<file path="src/rtl/gam_pattern_tx.sv">
// gam_pattern_tx: transmit side of the GAM element stream.
// Buffers recalled patterns and their class in a small first-word-fall-through
// FIFO and streams each one as a {class, pattern} element. The element that
// carries the session's last flag is marked with tx_eom. Once it is popped the
// block reports tx_done and waits for a restart pulse.
//
// Ports:
//   clk, reset (async, active-low), restart (1-cycle flush + new session)
//   pat_valid/pat_ready/pat_data/pat_class/pat_last : recall input handshake
//   tx_valid/tx_ready/tx_data/tx_eom                : element output stream
//   tx_count : elements popped since reset/restart, saturating
//   tx_done  : session fully transmitted
//   err_zero : sticky zero-pattern/zero-class flag
//
// Optional feature: define GAM_TX_ZERO_CHECK_EN to build the zero-value check.
// Without it, err_zero is tied low.
module gam_pattern_tx #(
  parameter int unsigned VECTOR_LEN = 8,
  parameter int unsigned FIFO_DEPTH = 4,
  parameter int unsigned CNT_W      = 16
) (
  input  logic                       clk,
  input  logic                       reset,
  input  logic                       restart,
  input  logic                       pat_valid,
  output logic                       pat_ready,
  input  logic [VECTOR_LEN*8-1:0]    pat_data,
  input  logic [31:0]                pat_class,
  input  logic                       pat_last,
  output logic                       tx_valid,
  input  logic                       tx_ready,
  output logic [VECTOR_LEN*8+31:0]   tx_data,
  output logic                       tx_eom,
  output logic [CNT_W-1:0]           tx_count,
  output logic                       tx_done,
  output logic                       err_zero
);

  localparam int unsigned PAT_W   = VECTOR_LEN * 8;
  localparam int unsigned DATA_W  = PAT_W + 32;
  localparam int unsigned ENTRY_W = DATA_W + 1;
  localparam int unsigned AW      = $clog2(FIFO_DEPTH);
  localparam int unsigned PW      = AW + 1;

  localparam logic [1:0] ST_IDLE   = 2'd0;
  localparam logic [1:0] ST_ACTIVE = 2'd1;
  localparam logic [1:0] ST_DRAIN  = 2'd2;
  localparam logic [1:0] ST_DONE   = 2'd3;

  logic [ENTRY_W-1:0] mem_q [FIFO_DEPTH];
  logic [PW-1:0]      wr_q, wr_d, rd_q, rd_d;
  logic [1:0]         state_q, state_d;
  logic [CNT_W-1:0]   cnt_q, cnt_d;
  logic               full_c, empty_c, push_c, pop_c;
  logic [ENTRY_W-1:0] head_c;

  // Pointers carry one extra wrap bit; differing MSBs with equal index means full.
  assign empty_c = (wr_q == rd_q);
  assign full_c  = (wr_q[AW] != rd_q[AW]) && (wr_q[AW-1:0] == rd_q[AW-1:0]);

  assign pat_ready = !full_c && ((state_q == ST_IDLE) || (state_q == ST_ACTIVE));
  assign tx_valid  = !empty_c && (state_q != ST_DONE);
  assign tx_done   = (state_q == ST_DONE);

  // Any transfer in a restart cycle is discarded.
  assign push_c = pat_valid && pat_ready && !restart;
  assign pop_c  = tx_valid && tx_ready && !restart;

  // Head entry shown straight from storage (first-word-fall-through).
  assign head_c   = mem_q[rd_q[AW-1:0]];
  assign tx_eom   = head_c[ENTRY_W-1];
  assign tx_data  = head_c[DATA_W-1:0];
  assign tx_count = cnt_q;

  // Next-state logic for pointers, counter and session FSM.
  always_comb begin
    wr_d    = wr_q + PW'(push_c);
    rd_d    = rd_q + PW'(pop_c);
    cnt_d   = cnt_q;
    state_d = state_q;
    if (pop_c && (cnt_q != {CNT_W{1'b1}})) begin
      cnt_d = cnt_q + CNT_W'(1);
    end
    case (state_q)
      ST_IDLE: begin
        if (push_c) state_d = pat_last ? ST_DRAIN : ST_ACTIVE;
      end
      ST_ACTIVE: begin
        if (push_c && pat_last) state_d = ST_DRAIN;
      end
      ST_DRAIN: begin
        if (pop_c && head_c[ENTRY_W-1]) state_d = ST_DONE;
      end
      default: begin
        state_d = ST_DONE;
      end
    endcase
    if (restart) begin
      wr_d    = '0;
      rd_d    = '0;
      cnt_d   = '0;
      state_d = ST_IDLE;
    end
  end

  // State registers.
  always_ff @(posedge clk or negedge reset) begin
    if (!reset) begin
      wr_q    <= '0;
      rd_q    <= '0;
      cnt_q   <= '0;
      state_q <= ST_IDLE;
    end else begin
      wr_q    <= wr_d;
      rd_q    <= rd_d;
      cnt_q   <= cnt_d;
      state_q <= state_d;
    end
  end

  // Element storage; cleared on reset so tx_data reads zero out of reset.
  always_ff @(posedge clk or negedge reset) begin
    if (!reset) begin
      for (int i = 0; i < FIFO_DEPTH; i++) mem_q[i] <= '0;
    end else if (push_c) begin
      mem_q[wr_q[AW-1:0]] <= {pat_last, pat_class, pat_data};
    end
  end

`ifdef GAM_TX_ZERO_CHECK_EN
  logic zero_hit_c;
  logic err_zero_q;

  assign zero_hit_c = (pat_data == '0) || (pat_class == '0);
  assign err_zero   = err_zero_q;

  // Sticky until restart; the offending element is still transmitted.
  always_ff @(posedge clk or negedge reset) begin
    if (!reset) begin
      err_zero_q <= 1'b0;
    end else if (restart) begin
      err_zero_q <= 1'b0;
    end else if (push_c && zero_hit_c) begin
      err_zero_q <= 1'b1;
    end
  end

  // Simulation report of an accepted zero-valued element.
  always_ff @(posedge clk) begin
    if (reset && push_c) begin
      assert (!zero_hit_c)
        else $warning("gam_pattern_tx: zero pattern or class accepted");
    end
  end
`else
  assign err_zero = 1'b0;
`endif

endmodule

</file>
<file path="config.mk">
export PLATFORM = sky130hd
export DESIGN_NAME = gam_pattern_tx
export DESIGN_NICKNAME = d
export VERILOG_FILES = /design/src/rtl/gam_pattern_tx.sv
export SDC_FILE = /design/constraint.sdc
export NUM_CORES = 1
export LEC_CHECK = 0
export ABC_AREA = 1
export CORE_ASPECT_RATIO = 0.9
export CORE_MARGIN = 2
export CORE_UTILIZATION = 60
export CTS_CLUSTER_DIAMETER = 80
export DETAILED_ROUTE_END_ITERATION = 10
export PLACE_DENSITY = 0.84
export SLEW_MARGIN = 20
export SYNTH_ARGS = -nofsm -noshare
export SYNTH_HDL_FRONTEND = slang
export SYNTH_SLANG_ARGS = --single-unit
</file>
<file path="constraint.sdc">
create_clock -name clk -period 5.75 [get_ports clk]
set_input_delay 1.15 -clock clk [delete_from_list [all_inputs] [get_ports clk]]
set_output_delay 1.15 -clock clk [all_outputs]
set_load 0.01 [all_outputs]
</file>
# --- Yosys cells after proc, flatten, opt, wreduce, memory -nomap -nowiden ---
# Cells that the tools add are included.
word_totals:
  ff_bits: 412
op_classes:
  n_lt_le_gt_ge: 3
  addsub: 3
  eq_ne: 11
  bitwise_logic: 2
  n_reduce_logical: 18
  n_mux: 16
ops:
  columns: ["cell", "count"]
  rows:
  - ["388-bit bitwise mux", 1]
  - ["97-bit two-way mux", 3]
  - ["97-bit binary-select mux with 2-bit select", 1]
  - ["97-bit demux with 2-bit select", 1]
  - ["16-bit two-way mux", 2]
  - ["16-bit by 1-bit adder with 16-bit output (second input constant)", 1]
  - ["16-bit != test (second input constant)", 1]
  - ["1-bit logical AND", 11]
  - ["2-bit two-way mux", 5]
  - ["3-bit by 1-bit adder with 3-bit output", 2]
  - ["3-bit >= comparator (second input constant)", 2]
  - ["3-bit two-way mux", 2]
  - ["3-bit != test (second input constant)", 2]
  - ["2-bit NOT with 3-bit output", 2]
  - ["2-bit case mux with 3 select lines", 1]
  - ["2-bit == test (second input constant)", 2]
  - ["3-bit == test", 1]
  - ["1-bit logical NOT", 3]
  - ["3-bit by 1-bit less-than comparator with 1-bit output (second input constant)", 1]
  - ["3-bit by 2-bit != test with 1-bit output (second input constant)", 1]
  - ["3-bit AND reduction", 1]
  - ["2-bit by 1-bit == test with 1-bit output (second input constant)", 1]
  - ["2-bit == test", 1]
  - ["2-bit logical NOT", 1]
  - ["other kinds (4)", 4]

# --- Logic depth before layout (Yosys ltp) ---
# Gate-level depths: netlist of the first run.
logic_depth:
  ltp_word: 10
  ltp_mapped: 12

# --- Least setup slack after synthesis of the first run ---
# Ideal clock, no wire load.
synth_path:
  kind: "register -> output"
  from: "register rd_q[0]"
  to: "output port tx_data[72]"
  path_buffers: 5
  setup_slack_ns: 2.817
  stages_incl_launch_ff: 9
  arrival_time_ns: 1.783
  path_cell_list: "dfrtp_1 -> buf_2 -> inv_1 -> buf_2 -> buf_2 -> clkbuf_1 -> clkbuf_1 -> a21oi_1 -> a21oi_1"
synth_via:
  elab_chain_len: 4
synth_lines:
  columns: ["element", "line_no", "rtl"]
  rows:
  - ["from (decl)", "51", "logic [PW-1:0] wr_q, wr_d, rd_q, rd_d;"]
  - ["from (signal assigned)", "115", "rd_q <= rd_d;"]
  - ["2-bit NOT with 3-bit output (implied by the code)", "70", "assign head_c = mem_q[rd_q[AW-1:0]];"]
  - ["97-bit binary-select mux with 2-bit select", "70", null]
  - ["97-bit two-way mux (implied by the code) (2 in series)", "70", null]
  - ["to (decl)", "32", "output logic [VECTOR_LEN*8+31:0] tx_data,"]
# No other way between the ends. The select of a mux whose other input is x is not followed.

# --- Worst setup path after layout of the first run ---
layout_path:
  from: "register rd_q[0]"
  to: "output port tx_data[47]"
# Same word-level chain as after synthesis.

==> results of run 1 <==
[final cells by class]
cell class / instances / area (um^2)
fill: 2335 / 8890
sequential: 412 / 10300
clock inverter: 15 / 233
tap: 416 / 520
inverter: 414 / 1560
clock buffer: 60 / 1260
antenna: 2 / 5.00
multi-input combinational: 1423 / 6600
timing repair buffer: 235 / 2410
[power by group]
part / switching [uW] / total [uW] / internal [uW] / leakage [uW]
registers: 534 / 4520 / 3990 / 0.00447
logic: 1730 / 3260 / 1530 / 0.00618
clock network: 1140 / 2940 / 1800 / 0.000741
total: 3400 / 10700 / 7310 / 0.0114
[flip-flops by register name, summed over array words and instances (netlist names)]
name / flops
rd_q: 3
wr_q: 3
state_q: 2
mem_q: 388
tx_count: 16
[layer usage]
metal  vias up  part of all wire [%]  global-route usage, %
met5         -                 0.023                      0
met4         2                   2.2                   8.59
met3        80                   7.2                   5.23
met2       578                    49                   48.2
met1      8000                    42                   39.5
li1       7835                     -                      -
[cells in the mapped netlist]
cell | count | share of area (%)
o21ai_1 | 72 | 1.9
xnor2_1 | 3 | 0.14
nand3_1 | 30 | 0.78
nor3_1 | 7 | 0.18
nand4_1 | 10 | 0.32
nor2_2 | 1 | 0.032
buf_1 | 2 | 0.039
nand4_4 | 1 | 0.11
conb_1 | 1 | 0.019
buf_4 | 40 | 1.6
o21bai_1 | 2 | 0.078
ha_1 | 5 | 0.32
nand3b_1 | 7 | 0.27
xor2_1 | 8 | 0.36
inv_1 | 412 | 8.0
nor3_4 | 4 | 0.34
buf_2 | 36 | 0.93
dfrtp_1 | 412 | 53
nor2_1 | 24 | 0.47
or2_2 | 1 | 0.032
clkbuf_1 | 71 | 1.4
a21oi_1 | 297 | 7.7
o21ai_0 | 411 | 11
inv_2 | 2 | 0.039
nand3_2 | 1 | 0.052
buf_6 | 6 | 0.35
nand2_1 | 538 | 10
[worst paths after layout]
kind | from | endpoint | slack, ns | cells past startpoint
setup / recovery | rd_q[0] | tx_data[47] | 1.14 | 6
hold / removal | mem_q[199] | mem_q[199] | 0.51 | 2
setup reg to reg | rd_q[0] | mem_q[125] | 1.99 | 8
hold reg to reg | mem_q[199] | mem_q[199] | 0.51 | 2
max in group asynchronous | reset | mem_q[214] | 3.84 | 2
min in group asynchronous | reset | mem_q[104] | 0.60 | 1
[critical path, delay by kind of cell (launching register included)]
family / cells / cell delay (ns)
AO/OA/AOI/OAI: 3 / 0.43
buffers and inverters: 3 / 1.63
flip-flops: 1 / 0.75
[cell families after synthesis]
group           synth area share (%)
buf+inv                         12.3
compound gates                  20.3
flops                           53.5
simple gates                    13.1
fa+ha+maj                      0.324
xor+xnor                       0.500
other cells                   0.0194
[metrics by stage]
step | setup WS, ns | total power (uW)
floorplan | 2.82 | 6260
global placement | 1.80 | 7600
detailed placement | 1.74 | 7750
CTS | 1.11 | 10800
global route | 0.879 | 11400
finish | 1.14 | 10700
==> results.py, run 1 <==
metrics = {
    "status": {
        "outcome": "complete, no violations",
    },
    "grt": {
        "grt-ovfl-total": 0,
        "antenna_found_initial": 3,
        "grt_pass1_wl_mm": 79.7,
        "grtUsageTotal_pct": 29.1,
        "grt_pass1_vias": 16300,
        "grt_max_degree": 176,
    },
    "layout": {
        "layout-drive-gt1-share_pct": 3.91,
        "synthToLayoutAreaGrowth_pct": 18.8,
        "nNetsFinal": 2636,
        "layout_commonest_cell": "nand2_1",
        "final_area_um2": 22900,
        "instances_no_fill": 2977,
        "utilization_pct": 72.0,
        "mostFrequentLayoutCells": "nand2_1 (538), o21ai_0 (411), dfrtp_1 (411), inv_1 (410), a21oi_1 (297)",
    },
    "sta": {
        "tightest_slew_ns": 1.09,
        "setup_tns_ns": 0,
        "rsz0062_at_grt": "false",
        "fin_hold_ws_ns": 0.514,
        "slew-limit-headroom_pct": 27.1,
        "setup_viol": 0,
        "hold_viol_final": 0,
        "fmax_mhz": 217,
        "final_max_slew_viol_count": 0,
        "period_share_pct": 80.1,
        "fin_crit_ns": 4.61,
        "finalClockSkew_ns": 0.0175,
    },
    "clocking": {
        "cts_resized": 0,
        "post_cts_buffers": 0,
        "hold_buffers": 0,
        "clock_sinks": 412,
        "ctsRootBufferMaster": "clkbuf_16",
        "clock_path_buffers": 3,
        "clkSlewWorstSetupHoldPaths_ns": 0.06,
        "cts_made_buffers": 43,
        "clock_latency_ns": 0.54,
        "cts_htree_levels": 2,
        "cts_tree": "built",
    },
    "worst_setup_path": {
        "worstSetupPathType": "reg -> out",
        "startpoint_type": "register",
        "cp_slowest_cell": "dfrtp_4",
        "cp_cell_sequence": "inv_8 > buf_4 > o21ai_0 > a21oi_1 > a21oi_1 > clkdlybuf4s50_1",
        "crit_path_end_kind": "output pin",
        "cp.arrival_ns": 3.46,
        "required_ns": 4.60,
        "cp_max_fo": 175,
        "critical_path.most_common_cell": "a21oi_1",
        "critPathMaxStageDelay_ns": 0.75,
    },
    "placement": {
        "port_buffers": 217,
        "gp_congestion": 0.894,
        "dpl.hpwl_mm": 27.4,
        "dp.cells": 2900,
        "placed_cell_area_um2": 21400,
    },
    "floorplanning": {
        "dieArea_um2": 33600,
        "start_util_pct": 60.6,
        "die_h_um": 174,
        "fp.dieW_um": 193,
        "ios": 219,
        "rows": 62,
        "core_um2": 31800,
    },
    "synth": {
        "ys_types": 27,
        "ys_ff_latch": 412,
        "postSynthCellCount": 2404,
        "syn-cell-area_um2": 19300,
        "syn_area_per_cell_um2": 8.02,
        "yosys_warnings": 0,
        "syn-num-nets": 2511,
        "ys_seq_area_share_pct": 53.5,
    },
    "route": {
        "drc_errors": 0,
        "ant_nets": 0,
        "vias": 16500,
        "drt_pass1_iterations": 5,
        "wirelength_mm": 47.7,
        "wire_per_inst_um": 16.0,
        "vias_per_cell": 5.54,
        "drtIter0Drc": 1599,
    },
    "min_path": {
        "worst_hold_path_type": "reg -> reg",
    },
    "pwr": {
        "p_per_area_nw_per_um2": 468,
        "p_leak_uw": 0.0114,
        "vdd_drop_max_uv": 316,
    },
    "job": {
        "maxCapViolations": 0,
    },
}
(Power assumes the default switching activity.)
==> inputs of run 2 (changes only) <==
--- a/config.mk
+++ b/config.mk
@@ -8,10 +8,10 @@
 export ABC_AREA = 1
 export CORE_ASPECT_RATIO = 0.9
 export CORE_MARGIN = 2
-export CORE_UTILIZATION = 60
+export CORE_UTILIZATION = 57
 export CTS_CLUSTER_DIAMETER = 80
 export DETAILED_ROUTE_END_ITERATION = 10
-export PLACE_DENSITY = 0.84
+export PLACE_DENSITY = 0.81
 export SLEW_MARGIN = 20
 export SYNTH_ARGS = -nofsm -noshare
 export SYNTH_HDL_FRONTEND = slang
==> constraint.sdc (replaced) <==
create_clock -name clk -period 4.4 [get_ports clk]
set_input_delay 0.88 -clock clk [delete_from_list [all_inputs] [get_ports clk]]
set_output_delay 0.88 -clock clk [all_outputs]
set_load 0.01 [all_outputs]
==> results.py, run 2 (synthesis results as in run 1) <==
metrics = {
    "status": {
        "outcome": "complete, no violations",
    },
    "floorplanning": {
        "dieArea_um2": 35300,
        "rows": 63,
        "ios": 219,
        "core_um2": 33100,
        "die_h_um": 179,
        "fp.dieW_um": 198,
        "start_util_pct": 58.3,
    },
    "route": {
        "ant_nets": 0,
        "vias": 16300,
        "drtIter0Drc": 1270,
        "drc_errors": 0,
        "drt_pass1_iterations": 6,
        "wire_per_inst_um": 15.8,
        "wirelength_mm": 47.2,
        "vias_per_cell": 5.44,
    },
    "clocking": {
        "cts_made_buffers": 43,
        "cts_tree": "built",
        "clock_latency_ns": 0.55,
        "cts_resized": 0,
        "hold_buffers": 0,
        "clock_sinks": 412,
        "clock_path_buffers": 3,
        "post_cts_buffers": 0,
        "clkSlewWorstSetupHoldPaths_ns": 0.06,
        "cts_htree_levels": 2,
        "ctsRootBufferMaster": "clkbuf_16",
    },
    "worst_setup_path": {
        "cp_max_fo": 92,
        "critPathMaxStageDelay_ns": 0.66,
        "ff2ff_path_depth": 10,
        "r2r-start": "rd_q[1]",
        "cp_slowest_cell": "dfrtp_4",
        "cp_cell_sequence": "inv_8 > buf_4 > nand2_1 > a21oi_1 > clkdlybuf4s50_1",
        "r2r_setup_slack_ns": 1.63,
        "startpoint_type": "register",
        "crit_path_end_kind": "output pin",
        "worstSetupPathType": "reg -> out",
        "r2r-end": "mem_q[363]",
        "cp.arrival_ns": 2.94,
        "required_ns": 3.52,
    },
    "layout": {
        "layout_commonest_cell": "nand2_1",
        "nNetsFinal": 2643,
        "seq_area_um2": 10300,
        "fillers": 2530,
        "largest-register": "mem_q",
        "mostFrequentLayoutCells": "nand2_1 (538), o21ai_0 (411), dfrtp_1 (411), inv_1 (410), a21oi_1 (297)",
        "largest_reg_flops": 388,
        "layout-drive-gt1-share_pct": 4.21,
        "multiInputGateArea_um2": 6600,
        "synthToLayoutAreaGrowth_pct": 19.4,
    },
    "grt": {
        "grt_pass1_wl_mm": 78.9,
        "antenna_found_initial": 2,
        "grt_max_degree": 155,
        "grtUsageTotal_pct": 27.4,
        "grt-ovfl-total": 0,
        "grt_pass1_vias": 16000,
    },
    "sta": {
        "finalClockSkew_ns": 0.0141,
        "setup_viol": 0,
        "fmax_mhz": 262,
        "fin_hold_ws_ns": 0.444,
        "final_max_slew_viol_count": 0,
        "tightest_slew_ns": 0.977,
        "hold_viol_final": 0,
        "period_share_pct": 86.9,
        "setup_tns_ns": 0,
        "slew-limit-headroom_pct": 34.9,
        "fin_crit_ns": 3.82,
        "rsz0062_at_grt": "false",
    },
    "pwr": {
        "p_per_area_nw_per_um2": 606,
        "p_leak_uw": 0.0114,
        "vdd_drop_max_uv": 464,
    },
    "placement": {
        "gp_congestion": 0.850,
        "dpl.hpwl_mm": 27.6,
        "port_buffers": 217,
    },
    "min_path": {
        "worst_hold_path_type": "in -> async",
    },
    "job": {
        "maxCapViolations": 0,
    },
}
run 2: changes by cell type in the layout (fill, tap and decap cells not counted):
| cell | before | now |
|---|---|---|
| buf_12 | 8 | 13 |
| buf_4 | 10 | 12 |
| bufinv_16 | 6 | 4 |
| clkbuf_1 | 7 | 6 |
| clkbuf_8 | 8 | 11 |
| clkinv_8 | 0 | 1 |
| inv_6 | 1 | 0 |
run 2: critical path, delay by kind of cell (launching register included):
family | cells | cell delay, ns
and+or+nand+nor | 1 | 0.09
AOI/OAI and AO/OA | 1 | 0.25
buffers and inverters | 3 | 1.38
DFF | 1 | 0.66
run 2: layout make-up:
| type | instances | area share (%) |
|---|---|---|
| well taps | 422 | 2.29 |
| inverters | 414 | 6.79 |
| multi-input cells | 1423 | 28.7 |
| diodes | 2 | 0.0217 |
| clock inverters | 13 | 0.783 |
| repair buffers | 242 | 11.0 |
| flip-flops and latches | 412 | 44.8 |
| clock buffers | 62 | 5.65 |
run 2: power breakdown:
part	total [uW]	leakage [uW]	switching (uW)	internal, uW
combinational	4280	0.00624	2280	2000
sequential	5890	0.00447	681	5210
clock	3780	0.000736	1500	2290
total	13900	0.0114	4450	9490
run 2: how the worst max path moves through the flow:
stage,startpoint,endpoint,slack [ns],cells after the start
final,rd_q[0],tx_data[44],0.58,5
after global routing,rd_q[1],tx_data[91],0.43,6
after CTS,rd_q[0],tx_data[35],0.58,5
after detailed placement,rd_q[0],tx_data[35],1.18,5
after global placement,rd_q[0],tx_data[26],1.19,5
after floorplan,rd_q[0],tx_data[72],1.74,8
run 2: per-layer routing:
layer | global-route usage, % | wire length, um | vias up
li1 | - | - | 7858
met1 | 38.3 | 20600 | 7777
met2 | 45.0 | 22200 | 556
met3 | 4.03 | 3290 | 81
met4 | 7.86 | 1060 | 0
met5 | 0 | 0 | -
run 2: metrics by stage:
stage | instances | total power, uW | area, um^2 | utilization [%] | setup WS [ns]
final | 2990 | 13900 | 23000 | 69.5 | 0.578
after global routing | 2989 | 14900 | 23000 | 69.5 | 0.428
after CTS | 2988 | 14000 | 23000 | 69.5 | 0.581
after detailed placement | 2913 | 10100 | 21500 | 65.0 | 1.18
after global placement | 2913 | 9950 | 21500 | 65.0 | 1.19
after floorplan | 2404 | 8180 | 19300 | - | 1.74
==> patch, RTL diff (config.mk and constraints of run 2) <==
Put one more register stage on the output `tx_count`, with the module's reset. The value now appears one clock later. The other outputs are not delayed to match.
--- a/src/rtl/gam_pattern_tx.sv
+++ b/src/rtl/gam_pattern_tx.sv
@@ -70,7 +70,13 @@
   assign head_c   = mem_q[rd_q[AW-1:0]];
   assign tx_eom   = head_c[ENTRY_W-1];
   assign tx_data  = head_c[DATA_W-1:0];
-  assign tx_count = cnt_q;
+  always_ff @(posedge clk or negedge reset) begin
+    if (!reset) begin
+      tx_count <= '0;
+    end else begin
+      tx_count <= cnt_q;
+    end
+  end
 
   // Next-state logic for pointers, counter and session FSM.
   always_comb begin
Check against the original RTL: not equivalent (Yosys sat finds a counterexample within 4 cycles, from zero or initial values and one cycle with reset low).
==> patch against run 2 <==
Final cell count up 1.8%; final area is 2.0% higher; register-to-register slack better by 80 ps; power rose by 0.58%; setup slack improved by 140 ps; die area up 1.1%; area after synthesis is 1.1% higher; sequential cell count increased by 16; sequential share of layout area up 0.81 points; wire length increased by 2.2%; clock power is 4% lower; largest power group unchanged.
==> patch: results (changes against run 2) <==
outcome:
  status: "finished, final reports clean"  # unchanged
detailed_routing:
  highest_layer: "met5"  # was met4
  drt-total-wl_um: 48200  # was 47,200 µm
  first_pass_iters: 5  # was 6
  wl_met2_um: 22800  # was 22,200 µm
  drtIter0Drc: 1489  # was 1,270
  wl_met3_um: 3510  # was 3290 µm
  dr_total_vias: 16528  # was 16,272
  wl_met1_um: 21100  # was 20,600 µm
timing:
  slew_headroom: 0.400  # was 0.349
  hold_violations: 0  # unchanged
  whs_ps: 407  # was 444 ps
  clock.fmax_mhz: 272  # was 262 MHz
  skew_ps: 24.2  # was 14.1 ps
hold_path:
  hold_path.class: "input port to async pin"  # unchanged
cts:
  clkSlewWorstSetupHoldPaths_ps: 60  # about the same
  clock_path_buffers: 3  # unchanged
  clockRootBuffer: "clkbuf_16"  # unchanged
placement:
  post-place-ws_ps: 1150  # was 1180 ps
  io_buffers: 217  # unchanged
  place_hpwl_um: 29000  # was 27,600 µm
  placed_area_um2: 22100  # was 21,500 µm²
  gp_congestion: 0.842  # was 0.850
worst_setup_path:
  r2r_setup_slack_ps: 1710  # was 1630 ps
  r2r-end: "cnt_q[12]"  # was mem_q[363]
  r2r-start: "rd_q[0]"  # was rd_q[1]
  crit_arrival_ps: 2800  # was 2940 ps
  cp_max_fo: 77  # was 92
  crit_path_end: "tx_data[73]"  # was tx_data[44]
yosys:
  yosys.cell_types.count: 28  # was 27
  synthTopCellsByCount: "nand2_1 (532), dfrtp_1 (428), inv_1 (410)"  # was nand2_1 (538), dfrtp_1 (412), inv_1 (412)
  syn_nets: 2520  # was 2,511
  yosysSeqAreaShare: 0.549  # was 0.535
  async_flop_share: 1.00  # unchanged
  synth_area_leaders: "dfrtp_1 (55%), nand2_1 (10%), inv_1 (7.9%)"  # was dfrtp_1 (53%), o21ai_0 (11%), nand2_1 (10%)
  synthCells: 2413  # was 2,404
  yosys_warnings: 0  # unchanged
global_routing:
  grtUsageMet2: 0.447  # was 0.450
  grt_pass1_wl_um: 81300  # was 78,900 µm
  grt_max_degree: 114  # was 155
  met1_usage: 0.399  # was 0.383
  grtUsageTotal: 0.278  # was 0.274
  met3_usage: 0.0413  # was 0.0403
  grt_pass1_vias: 16292  # was 15,959
finish:
  fin_cells: 3043  # was 2,990
  reg_top3: "mem_q x388, cnt_q x16, tx_count x16"
  layout.nets: 2661  # was 2,643
  diodes: 0  # was 2
  nFillCells: 2642  # was 2,530
  drive_gt1_frac: 0.0442  # was 0.0421
power:
  peakVddDrop_uv: 335  # was 464 µV
  cellLeakagePower_uw: 0.0116  # was 0.0114 µW
patch: cell count changes in the layout (fill, tap and decap cells not counted), moves of 2 or more:
cell	delta
diode_2	-2
o21ai_1	+138
nand3b_1	-3
o21ai_0	-128
nor3_1	-3
nand2_1	-6
dfrtp_1	+16
buf_12	+7
buf_4	+2
clkbuf_8	-4
xor2_1	-3
a21oi_1	-2
patch: worst max-delay path, stage by stage (launching register included):
cell	delay, ps
dfrtp_4	520
inv_8	320
buf_4	410
a21oi_1	110
a21oi_1	240
clkdlybuf4s50_1	590
patch: area by class of cell:
class / count / area, µm² / area share
flip-flops and latches: 428 / 10700 / 0.456
multi-input cells: 1416 / 6560 / 0.279
repair buffers: 251 / 2680 / 0.114
inverters: 414 / 1560 / 0.0666
clock buffers: 58 / 1220 / 0.0521
well taps: 462 / 578 / 0.0246
clock inverters: 14 / 164 / 0.00698
patch: worst min-delay path by stage:
stage | cells past startpoint | to | start
floorplan | 0 | tx_count[10] | cnt_q[10]
global placement | 0 | tx_count[3] | cnt_q[3]
detailed placement | 0 | tx_count[3] | cnt_q[3]
CTS | 1 | mem_q[301] | reset
global route | 0 | tx_count[3] | cnt_q[3]
finish | 1 | mem_q[301] | reset
patch: cells by family (layout without fill, tap and decap cells):
kind of cell | count (synthesis) | in the layout | share of synthesized area
compound gates | 789 | 789 | 0.203
simple gates | 612 | 612 | 0.125
buf+inv | 569 | 737 | 0.115
flops | 428 | 428 | 0.549
xor+xnor | 9 | 9 | 0.00404
fa+ha+maj | 5 | 5 | 0.00321
other cells | 1 | 1 | 0.000192
patch: report_power, final:
part           leakage (µW)  switching, µW  internal, µW
clock              0.000690           1510          2120
combinational       0.00627           2330          2050
sequential          0.00469            657          5360
total                0.0116           4500          9530
